**config.mk**
```make
export PLATFORM = sky130hd
export DESIGN_NAME = ram_write_scheduler
export DESIGN_NICKNAME = d
export VERILOG_FILES = /design/src/rtl/ram_write_scheduler.sv
export SDC_FILE = /design/constraint.sdc
export NUM_CORES = 1
export LEC_CHECK = 0
export CORE_MARGIN = 1
export CORE_UTILIZATION = 40
export DETAILED_ROUTE_END_ITERATION = 8
export DONT_BUFFER_PORTS = 1
export GPL_TIMING_DRIVEN = 0
export PLACE_DENSITY = 0.63
export SLEW_MARGIN = 10
export SYNTH_ARGS = -nofsm -noshare
export SYNTH_HDL_FRONTEND = slang
export SYNTH_SLANG_ARGS = --single-unit
```
**constraint.sdc**
```tcl
create_clock -name clk -period 3.81 [get_ports clk]
set_input_delay 0.5715 -clock clk [delete_from_list [all_inputs] [get_ports clk]]
set_output_delay 0.5715 -clock clk [all_outputs]
set_load 0.02 [all_outputs]
```
**src/rtl/ram_write_scheduler.sv**
```systemverilog
// Shares the RAM write port between decompressor, file loader and layer input.
// Round-robin grant, mux select sequencing, burst address/length counting, Done pulse.
module ram_write_scheduler #(
  parameter int unsigned ADDR_W = 16,
  parameter int unsigned LEN_W  = 16
) (
  input  logic              clk,
  input  logic              rst_n,
  input  logic              DecompReq,
  input  logic              FileReq,
  input  logic              LayerReq,
  input  logic [ADDR_W-1:0] BaseAddr,
  input  logic [LEN_W-1:0]  XferLen,
  input  logic              DecompValid,
  input  logic              FileValid,
  input  logic              LayerValid,
  output logic              DecompReady,
  output logic              FileReady,
  output logic              LayerReady,
  output logic              Load,
  output logic              Image,
  output logic              Layer,
  output logic              RamWe,
  output logic [ADDR_W-1:0] RamAddr,
  output logic [1:0]        GrantId,
  output logic              Busy,
  output logic              Done
);

  typedef enum logic [1:0] {StIdle, StXfer, StDone} state_e;

  state_e            state_q;
  logic [2:0]        sel_q;
  logic [1:0]        grant_q;
  logic [1:0]        last_q;
  logic [ADDR_W-1:0] addr_q;
  logic [LEN_W-1:0]  rem_q;
  logic              busy_q;
  logic              done_q;

  logic [2:0] req;
  logic [1:0] winner;
  logic       gnt_valid;
  logic       in_xfer;

  assign req = {LayerReq, FileReq, DecompReq};

  // Search starts at the source after the last granted one (ids 1..3).
  always_comb begin
    winner = 2'd0;
    for (int i = 1; i <= 3; i++) begin
      logic [2:0] cand;
      cand = {1'b0, last_q} + 3'(i);
      if (cand > 3'd3) cand = cand - 3'd3;
      if (winner == 2'd0 && req[cand[1:0] - 2'd1]) winner = cand[1:0];
    end
  end

  always_comb begin
    gnt_valid = 1'b0;
    unique case (grant_q)
      2'd1:    gnt_valid = DecompValid;
      2'd2:    gnt_valid = FileValid;
      2'd3:    gnt_valid = LayerValid;
      default: gnt_valid = 1'b0;
    endcase
  end

  assign in_xfer     = (state_q == StXfer);
  assign RamWe       = in_xfer & gnt_valid;
  assign DecompReady = in_xfer && (grant_q == 2'd1);
  assign FileReady   = in_xfer && (grant_q == 2'd2);
  assign LayerReady  = in_xfer && (grant_q == 2'd3);

  assign {Load, Image, Layer} = sel_q;
  assign RamAddr = addr_q;
  assign GrantId = grant_q;
  assign Busy    = busy_q;
  assign Done    = done_q;

  always_ff @(posedge clk or negedge rst_n) begin
    if (!rst_n) begin
      state_q <= StIdle;
      sel_q   <= 3'b000;
      grant_q <= 2'd0;
      last_q  <= 2'd3;
      addr_q  <= '0;
      rem_q   <= '0;
      busy_q  <= 1'b0;
      done_q  <= 1'b0;
    end else begin
      unique case (state_q)
        StIdle: begin
          if (winner != 2'd0) begin
            grant_q <= winner;
            addr_q  <= BaseAddr;
            rem_q   <= XferLen;
            if (XferLen == '0) begin
              state_q <= StDone;
              done_q  <= 1'b1;
              busy_q  <= 1'b0;
              sel_q   <= 3'b000;
            end else begin
              state_q <= StXfer;
              busy_q  <= 1'b1;
              unique case (winner)
                2'd1:    sel_q <= 3'b100;
                2'd2:    sel_q <= 3'b110;
                default: sel_q <= 3'b001;
              endcase
            end
          end
        end
        StXfer: begin
          if (gnt_valid) begin
            addr_q <= addr_q + ADDR_W'(1);
            rem_q  <= rem_q - LEN_W'(1);
            if (rem_q == LEN_W'(1)) begin
              state_q <= StDone;
              done_q  <= 1'b1;
              busy_q  <= 1'b0;
              sel_q   <= 3'b000;
            end
          end
        end
        StDone: begin
          done_q  <= 1'b0;
          last_q  <= grant_q;
          grant_q <= 2'd0;
          state_q <= StIdle;
        end
        default: state_q <= StIdle;
      endcase
    end
  end

endmodule

```
After elaboration in Yosys (flattened, before gate mapping). Index checks and enable logic that the tools add are counted.

Flip-flop bits (word level): 43. Logic and storage cells: 98.

Magnitude comparators: 6. Reductions and logical operators: 18. Bitwise operators: 1. Add/sub/neg operators: 11. Equal/unequal tests: 12. Muxes and demuxes: 42.

Operators with widths (number): 16-bit two-way mux (4); 16-bit one-hot mux with 2 select lines (2); 2-bit two-way mux (11); 16-bit by 1-bit adder with 16-bit output (second input constant) (1); 16-bit by 1-bit equality test with 1-bit output (second input constant) (1); 16-bit logical NOT (1); 16-bit by 1-bit subtractor with 16-bit output (second input constant) (1); 3-bit two-way mux (4); 3-bit one-hot mux with 2 select lines (2); 1-bit two-way mux (11); 3-bit by 2-bit greater-than comparator with 1-bit output (second input constant) (3); 2-bit by 3-bit less-than comparator with 1-bit output (second input constant) (3); 2-bit equality test (second input constant) (4); 2-bit one-hot mux with 2 select lines (2); 2-bit by 2-bit adder with 3-bit output (second input constant) (2); 1-bit binary-select mux with 2-bit select (3); 2-bit by 1-bit equality test with 1-bit output (second input constant) (3); 2-bit logical NOT (3); 2-bit != test (second input constant) (3); 1-bit one-hot mux with 3 select lines (2); 3-bit AND reduction (2); 2-bit nonzero test (3); 2-bit by 1-bit subtractor with 2-bit output (second input constant) (3); 2-bit subtractor (second input constant) (3); 9 further kinds (13).

Longest topological paths before layout.
Depth after elaboration: 18. Depth in mapped cells: 14. Mapped depth without buffers: 12.

Worst setup path before layout. Ideal clock, no wire load.

Kind: register -> register. Start: reg last_q[0]. End: reg rem_q[13]. Arrival: 2.874 ns. Slack: 0.853 ns. Cell stages (with the launch flop): 13. Data required time: 3.727 ns. Setup time: 0.083 ns. Period minus slack after synthesis: 2.957 ns. Cell sequence: dfstp_2 > inv_1 > ha_1 > mux2_2 > o32ai_1 > nor2_1 > ha_1 > and2_1 > clkbuf_1 > a21oi_1 > o21ai_1 > o31a_1 > o21ai_0.

Word-level cells in the longest chain between the ends: 16. Elaborated cells between the ends (all ways): 31.

RTL lines: start, declared (line 35) `logic [1:0] last_q;`; start signal, assigned (line 128) `last_q <= grant_q;`; 2-bit by 1-bit adder with 3-bit output (line 53) `cand = {1'b0, last_q} + 3'(i);`; 3-bit by 2-bit greater-than comparator with 1-bit output or 2-bit subtractor (tied branches) (line 54) `if (cand > 3'd3) cand = cand - 3'd3;`; 2-bit two-way mux (line 54); 2-bit by 1-bit subtractor with 2-bit output (line 55) `if (winner == 2'd0 && req[cand[1:0] - 2'd1]) winner = cand[1:0];`; 1-bit binary-select mux with 2-bit select (line 55); 1-bit two-way mux (not written as such) (line 55); 2-bit two-way mux (line 55); 2-bit logical NOT (line 55); 1-bit logical AND (line 55); 2-bit two-way mux (line 55); 2-bit logical NOT (line 55); 1-bit logical AND (line 55); 2-bit two-way mux * (line 55); 2-bit nonzero test * (line 94) `if (winner != 2'd0) begin`; 2-bit != test (no line) *; 3-bit AND reduction (no line) *; end signal, assigned (line 97) `rem_q <= XferLen;`; end signal, assigned (line 117) `rem_q <= rem_q - LEN_W'(1);`; end, declared (line 37) `logic [LEN_W-1:0] rem_q;`.

Every way passes the cells marked *; elsewhere a longest branch is shown, timed or not. The select of a mux whose other input is x is not followed. A chain may end at the register's enable or synchronous reset.

Worst setup path after layout.
Start: reg last_q[0]. End: reg addr_q[9] (netlist: RamAddr[9]).

Word-level cells in the longest chain between the ends: 16. Elaborated cells between the ends (all ways): 31.

RTL lines: 2-bit by 1-bit adder with 3-bit output (line 53); 3-bit by 2-bit greater-than comparator with 1-bit output or 2-bit subtractor (tied branches) (line 54); 2-bit two-way mux (line 54); 2-bit by 1-bit subtractor with 2-bit output (line 55); 1-bit binary-select mux with 2-bit select (line 55); 1-bit two-way mux (not written as such) (line 55); 2-bit two-way mux (line 55); 2-bit logical NOT (line 55); 1-bit logical AND (line 55); 2-bit two-way mux (line 55); 2-bit logical NOT (line 55); 1-bit logical AND (line 55); 2-bit two-way mux * (line 55); 2-bit nonzero test * (line 94); 2-bit != test (no line) *; 3-bit AND reduction (no line) *; end signal, assigned (line 96) `addr_q <= BaseAddr;`; end signal, assigned (line 116) `addr_q <= addr_q + ADDR_W'(1);`; end, declared (line 36) `logic [ADDR_W-1:0] addr_q;`.

Marks and branches as above.

==> run summary <==
The number of global-route vias before repair is roughly 2800. The combined buffer and inverter count along the critical path came out at 1. Leaving out fill and tap cells, the most frequent cells in the layout are 41 x sky130_fd_sc_hd__dfrtp_1, 38 x sky130_fd_sc_hd__nand2_1, 27 x sky130_fd_sc_hd__a21oi_1.

STA classifies the critical path startpoint as a flip-flop. STA classifies the critical path endpoint as a flip-flop. The number of nets in the synthesized netlist is a little over 400.

The number of vias after detailed routing is approximately 3000. The number of ports placed on the die boundary is 67. The final net count is about 420.

The fraction of power consumed by sequential logic came out at 0.319. The residual antenna-violating net count after detailed routing came out at 0. Of the post-synthesis cell area, the dominant cell type holds 0.338. The overall routed net length is roughly 9400 µm. The run finished with clean final reports.

The combinational share of power came out at 0.568. The total number of clock tree sinks came out at between 40 and 50. The floorplan die width is between 80 and 90 µm. The worst setup skew after layout came out at between 0.003 and 0.004 ns. The initial cell density of the core came out at 0.416.

The post-route fraction of the period consumed by the critical path is 0.943. The core area is ~7300 µm². The die area came out at 7940 µm². Detailed routing placed a total of 769 µm of wire on met3. The final non-filler cell total came out at 464.

The fraction of the yosys area taken by sequential cells is 0.355. The count of flip-flops with a built-in enable after synthesis is 0. In the synthesized netlist the async set-or-reset flop fraction comes to 1.00. The final antenna diode count is 0. Derived from the worst setup path, the maximum achievable clock frequency is 0.278 GHz. The clock transition at the register clock pins on the worst setup and hold paths after CTS is roughly 0.09 ns. In this run the vertical extent of the chip is between 80 and 90 µm. The post-synthesis area per instance is 8.52 µm².

Max-cap violations in this run came to 0. For this run the aggregate overflow at the end of global routing stands at 0. The total number of yosys warnings came out at 0. Setup repair after global routing left no endpoint under its margin. The clock tree from TritonCTS is yes. The shortest period the worst path allows came out at approximately 3.6 ns.

The hold violation total from the final report came out at 0. The routed length on met1 came out at between 4000 and 5000 µm. The detailed placement HPWL came out at 6610 µm. After detailed routing, the average wire length per cell comes to approximately 20 µm. The number of pins with negative max-slew slack in the final report came out at 0.

The wire length of the first global-routing pass is between 10000 and 15000 µm. The critical path is of the reg -> reg type. Traced cell by cell, the critical path runs through inv_1, ha_1, mux2_2, o32ai_1, nor2_1, ha_1, nand2_1, o21ai_1, a21oi_2, nand4_1, and3_1. No sink is reached through more buffers than the 2 on the longest clock path. The first detailed-routing pass ran for 5 iterations. The fraction of layout instances using a drive strength above 1 came out at 0.0740. The signal arrival time at the worst endpoint came out at 3.79 ns.

Clock latency on the worst-skew pair, taken at its later pin, is roughly 0.3 ns. The count of distinct cell types in the synthesized netlist came out at between 50 and 60. The library cell used most frequently in the layout, excluding fill and tap cells, is sky130_fd_sc_hd__dfrtp_1. The count of standard-cell rows came out at 31.

The dominant synthesized flop cell is sky130_fd_sc_hd__dfrtp_1. The register bit total from synthesis came out at 43. By instance count, the cell type seen most on the critical path is sky130_fd_sc_hd__ha_1. The tightest slew margin relative to the limit is 0.341. The count of placed standard cells including taps came out at 455. For the worst setup path, the data required time is between 4 and 5 ns. The number of buffers inserted by port buffering came out at 0. The met2 routed wirelength is 4200 µm. In the post-synthesis netlist, the biggest area contributors are sky130_fd_sc_hd__dfrtp_1 34%, sky130_fd_sc_hd__mux2i_1 5.6%, sky130_fd_sc_hd__ha_1 4.9%, sky130_fd_sc_hd__nand2_1 4.7%, sky130_fd_sc_hd__a21oi_1 4.6%.

The tightest min-delay check is of the in -> async type. The share of total power dissipated in the clock network is 0.113. The number of remaining DRC errors is 0. The final setup violation count came out at 0. The clock buffer count from CTS is 5. The total power density per cell area came out at between 1000 and 1500 nW/µm². The cell area after synthesis came out at ~3000 µm². The worst-case IR drop observed on VDD is between 300 and 400 µV.

Of the total power, the share spent switching nets is 0.524. The leakage power came out at roughly 1.3 nW. The synthesized design spends more area on one cell type than any other, namely sky130_fd_sc_hd__dfrtp_1.

The number of levels the H-tree was split into came out at 2. The final weighted congestion in routability-driven placement came out at around 0.83. For the pin with the worst max-slew slack, the measured transition is 0.982 ns. The number of violations reported at the end of detailed-routing iteration 0 is approximately 240. The uppermost layer routed is met4.

Among all stages on the critical path, the largest delay is contributed by sky130_fd_sc_hd__dfstp_2. The total routing resource utilization after global routing came out at 0.246. The area added between synthesis and finish is 9.11%.

The largest fanout on the critical path is 10. Broken down by cell family, the worst path's largest delay share belongs to compound AO/OA/AOI/OAI gates. The number of antenna violations at the first check in global routing was 0. The total negative slack came out at 0 ns. The root buffer selected by CTS is sky130_fd_sc_hd__clkbuf_8. Synthesis produced 356 cells. The delay of the slowest cell on the worst path came out at 0.56 ns. The average via count per standard cell came out at about 6.4. The maximum number of pins on one net before global-route repair is 42.

For this design the total switching power over the nets is 1.78 mW. The internal power component is around 1.6 mW.
-- cells by family (layout without fill, tap and decap cells) --
group,after synthesis,in the layout,share of synthesized area
DFF,43,43,0.355
AOI/OAI and AO/OA,116,116,0.264
adders and majority gates,12,12,0.0495
buffers and inverters,34,43,0.0433
muxes,21,21,0.0709
and+or+nand+nor,130,130,0.217
-- repair_timing --
| action | in CTS | in global routing |
|---|---|---|
| resized for setup | 0 | 2 |
| setup endpoints to repair | 0 | 7 |
| hold buffers | 1 | 0 |
| buffers inserted | 0 | 0 |
| hold endpoints to repair | 41 | 0 |
-- state kept, by name (all words and copies together) (netlist names) --
signal and cells:
Busy 1, Done 1, GrantId 2, RamAddr 16
last_q 2, rem_q 16, sel_q 3, state_q 2
-- cells in the mapped netlist, types with 4 or more instances --
cell,instances
sky130_fd_sc_hd__dfrtp_1,41
sky130_fd_sc_hd__nand2_1,38
sky130_fd_sc_hd__a21oi_1,28
sky130_fd_sc_hd__nor2_1,23
sky130_fd_sc_hd__mux2i_1,17
sky130_fd_sc_hd__o22ai_1,17
sky130_fd_sc_hd__clkbuf_1,16
sky130_fd_sc_hd__o21ai_0,16
sky130_fd_sc_hd__nor3_1,15
sky130_fd_sc_hd__inv_1,14
sky130_fd_sc_hd__ha_1,12
sky130_fd_sc_hd__nand3_1,8
sky130_fd_sc_hd__nand4_1,8
sky130_fd_sc_hd__nor4_1,8
sky130_fd_sc_hd__o22a_1,8
sky130_fd_sc_hd__a22oi_1,7
sky130_fd_sc_hd__and3_1,7
sky130_fd_sc_hd__a22o_1,6
sky130_fd_sc_hd__mux2_2,4
sky130_fd_sc_hd__nand2b_1,4
sky130_fd_sc_hd__o211ai_1,4
sky130_fd_sc_hd__or3_1,4
-- routing by layer --
metal  vias up  track usage
met5         -            0
met4         0       0.0909
met3        14       0.0499
met2       140        0.379
met1      1431        0.343
li1       1377            -
-- worst reg2reg max path, delay by kind of cell (launching register included) --
kind | cells | cell delay [ns]
flops | 1 | 0.56
simple gates | 4 | 0.70
compound gates | 3 | 1.17
fa+ha+maj | 2 | 0.63
mux | 1 | 0.35
buf+inv | 1 | 0.07
-- power groups by stage --
stage	combinational (mW)	clock (mW)	sequential [mW]
floorplan	1.42	0	1.02
global placement	1.84	0	1.08
detailed placement	1.87	0	1.09
CTS	1.89	0.392	1.08
global route	2.12	0.410	1.12
finish	1.93	0.384	1.08
-- layout make-up --
type,instances,area (µm²)
Fill cell,752,3980
Tap cell,99,124
Inverter,14,52.6
Buffer,20,78.8
Multi-Input combinational cell,279,1830
Sequential cell,43,1080
Clock buffer,6,82.6
Clock inverter,2,35.0
Timing Repair Buffer,1,27.5
-- stage by stage --
stage	hold WS (ns)	cell area [µm²]	utilization	total power [mW]	setup WS, ns
final	0.0993	3310	0.454	3.40	0.218
after global routing	0.0792	3310	0.454	3.66	0.0646
after CTS	0.0918	3300	0.453	3.37	0.0544
after detailed placement	0.278	3160	0.433	2.96	0.0850
after global placement	0.278	3160	0.433	2.93	0.0788
after floorplan	0.276	3030	-	2.44	0.853
-- final timing paths --
path,startpoint,end,slack (ns),cells past startpoint
setup / recovery,last_q[0],RamAddr[9],0.22,11
hold / removal,rst_n,last_q[0],0.1,0
setup reg to reg,last_q[0],RamAddr[9],0.22,11
hold reg to reg,last_q[0],last_q[0],0.56,2
max in group asynchronous,rst_n,RamAddr[11],3.51,1
min in group clk,BaseAddr[11],RamAddr[11],0.41,1
Power figures use the tool's default switching activity.
==> variant, RTL diff (config.mk and constraints unchanged) <==
The 3 states of `state_e` get a one-hot encoding in 3 bits.
--- a/src/rtl/ram_write_scheduler.sv
+++ b/src/rtl/ram_write_scheduler.sv
@@ -27,7 +27,7 @@
   output logic              Done
 );
 
-  typedef enum logic [1:0] {StIdle, StXfer, StDone} state_e;
+  typedef enum logic [2:0] {StIdle = 3'b001, StXfer = 3'b010, StDone = 3'b100} state_e;
 
   state_e            state_q;
   logic [2:0]        sel_q;
Formal check against the unedited RTL: no difference found for any inputs over 4 cycles, from zero or initial values and one cycle with rst_n low; so few cycles prove little.
==> variant against the original RTL <==
  * Total power fell by 1.9%
  * Via count shrank 7.4%
  * Design area fell by 6.2%
  * Clock power shrank 21%
  * Non-clock buffer count decreased by 3
  * Worst hold slack worse by 0.017 ns
  * Synthesized area decreased by 5.3%
  * Wire length decreased by 7.2%
  * Worst setup slack better by 0.20 ns
  * Global-route usage shrank 0.53 points
  * Sequential cell count grew 1
  * Sequential power rose by 9%
  * Largest power group unchanged
  * Synthesized cell count shrank 5.3%
==> variant: results (changes against the original RTL) <==
post-synthesis compound-gate area fraction=0.269 (was 0.264); met2 GRT Util=0.367 (was 0.379); Place WS=0.448 ns (was 0.0850 ns); Synth top cells by count=dfrtp_1, a21oi_1, o21ai_0, nand2_1, nor2_1 (was dfrtp_1, nand2_1, a21oi_1, nor2_1); met1 wire length=4000 um (was 4240 um); status=complete, no violations (unchanged); vias in the first global route=2605 (was 2834); post-DP HPWL=5960 um (was 6610 um); initial drt markers=234 (was 237); worst clock skew=0.0113 ns (was 0.00370 ns); post-synthesis mux area share=0.0231 (was 0.0709); M3 GR Usage=0.0667 (was 0.0499); vias per std cell=6.21 (was 6.38); DP Cell Count=433 (was 455); post-place instance area=2990 um^2 (was 3160 um^2); Post-Synth Adder-Cell Area=0.0392 (was 0.0495); Rel. slew slack=0.509 (was 0.341); Met3 Wirelength=701 um (was 769 um); register area share after synthesis=0.385 (was 0.355); total track usage=0.241 (was 0.246); DR WL/cell=19.7 um (was 20.2 um); sequential fraction of design power=0.355 (was 0.319); pwr dens=1070 nW/um^2 (was 1030 nW/um^2); Leak=1.16 nW (was 1.31 nW); Synth area leaders=dfrtp_1, a21oi_1, o21ai_0 (was dfrtp_1, mux2i_1, ha_1); routed wl met2=3780 um (was 4200 um); gpl congestion=0.916 (was 0.832); Comb. pwr=1.85 mW (was 1.93 mW); met1 Use GR=0.330 (was 0.343); post-synthesis cell count=337 (was 356); Via Count=2744 (was 2962)
-- variant: cell types whose count changed in the layout (fill, tap and decap cells not counted), moves of 8 or more --
cell     before  now
a21oi_1      27   39
o22a_1        8    0
o22ai_1      17    6
o21ai_0      16   36
nand3_1       8   16
mux2i_1      17    4
-- variant: final cells by class --
cell class | count | area (um^2)
fillers | 697 | 3760
multi-input cells | 268 | 1660
repair buffers | 1 | 27.5
clock buffers | 6 | 72.6
well taps | 96 | 120
flip-flops and latches | 44 | 1100
plain buffers | 17 | 75.1
inverters | 8 | 30.0
clock inverters | 2 | 12.5
-- variant: final timing paths --
check	startpoint	end	slack, ns	cells after the start
worst min register to register	last_q[1]	last_q[1]	0.56	2
worst min-delay path	rst_n	rem_q[12]	0.08	1
worst max register to register	last_q[0]	rem_q[9]	0.42	14
worst max-delay path	last_q[0]	rem_q[9]	0.42	14
max in group asynchronous	rst_n	RamAddr[3]	3.50	1
min in group clk	BaseAddr[1]	RamAddr[1]	0.42	2
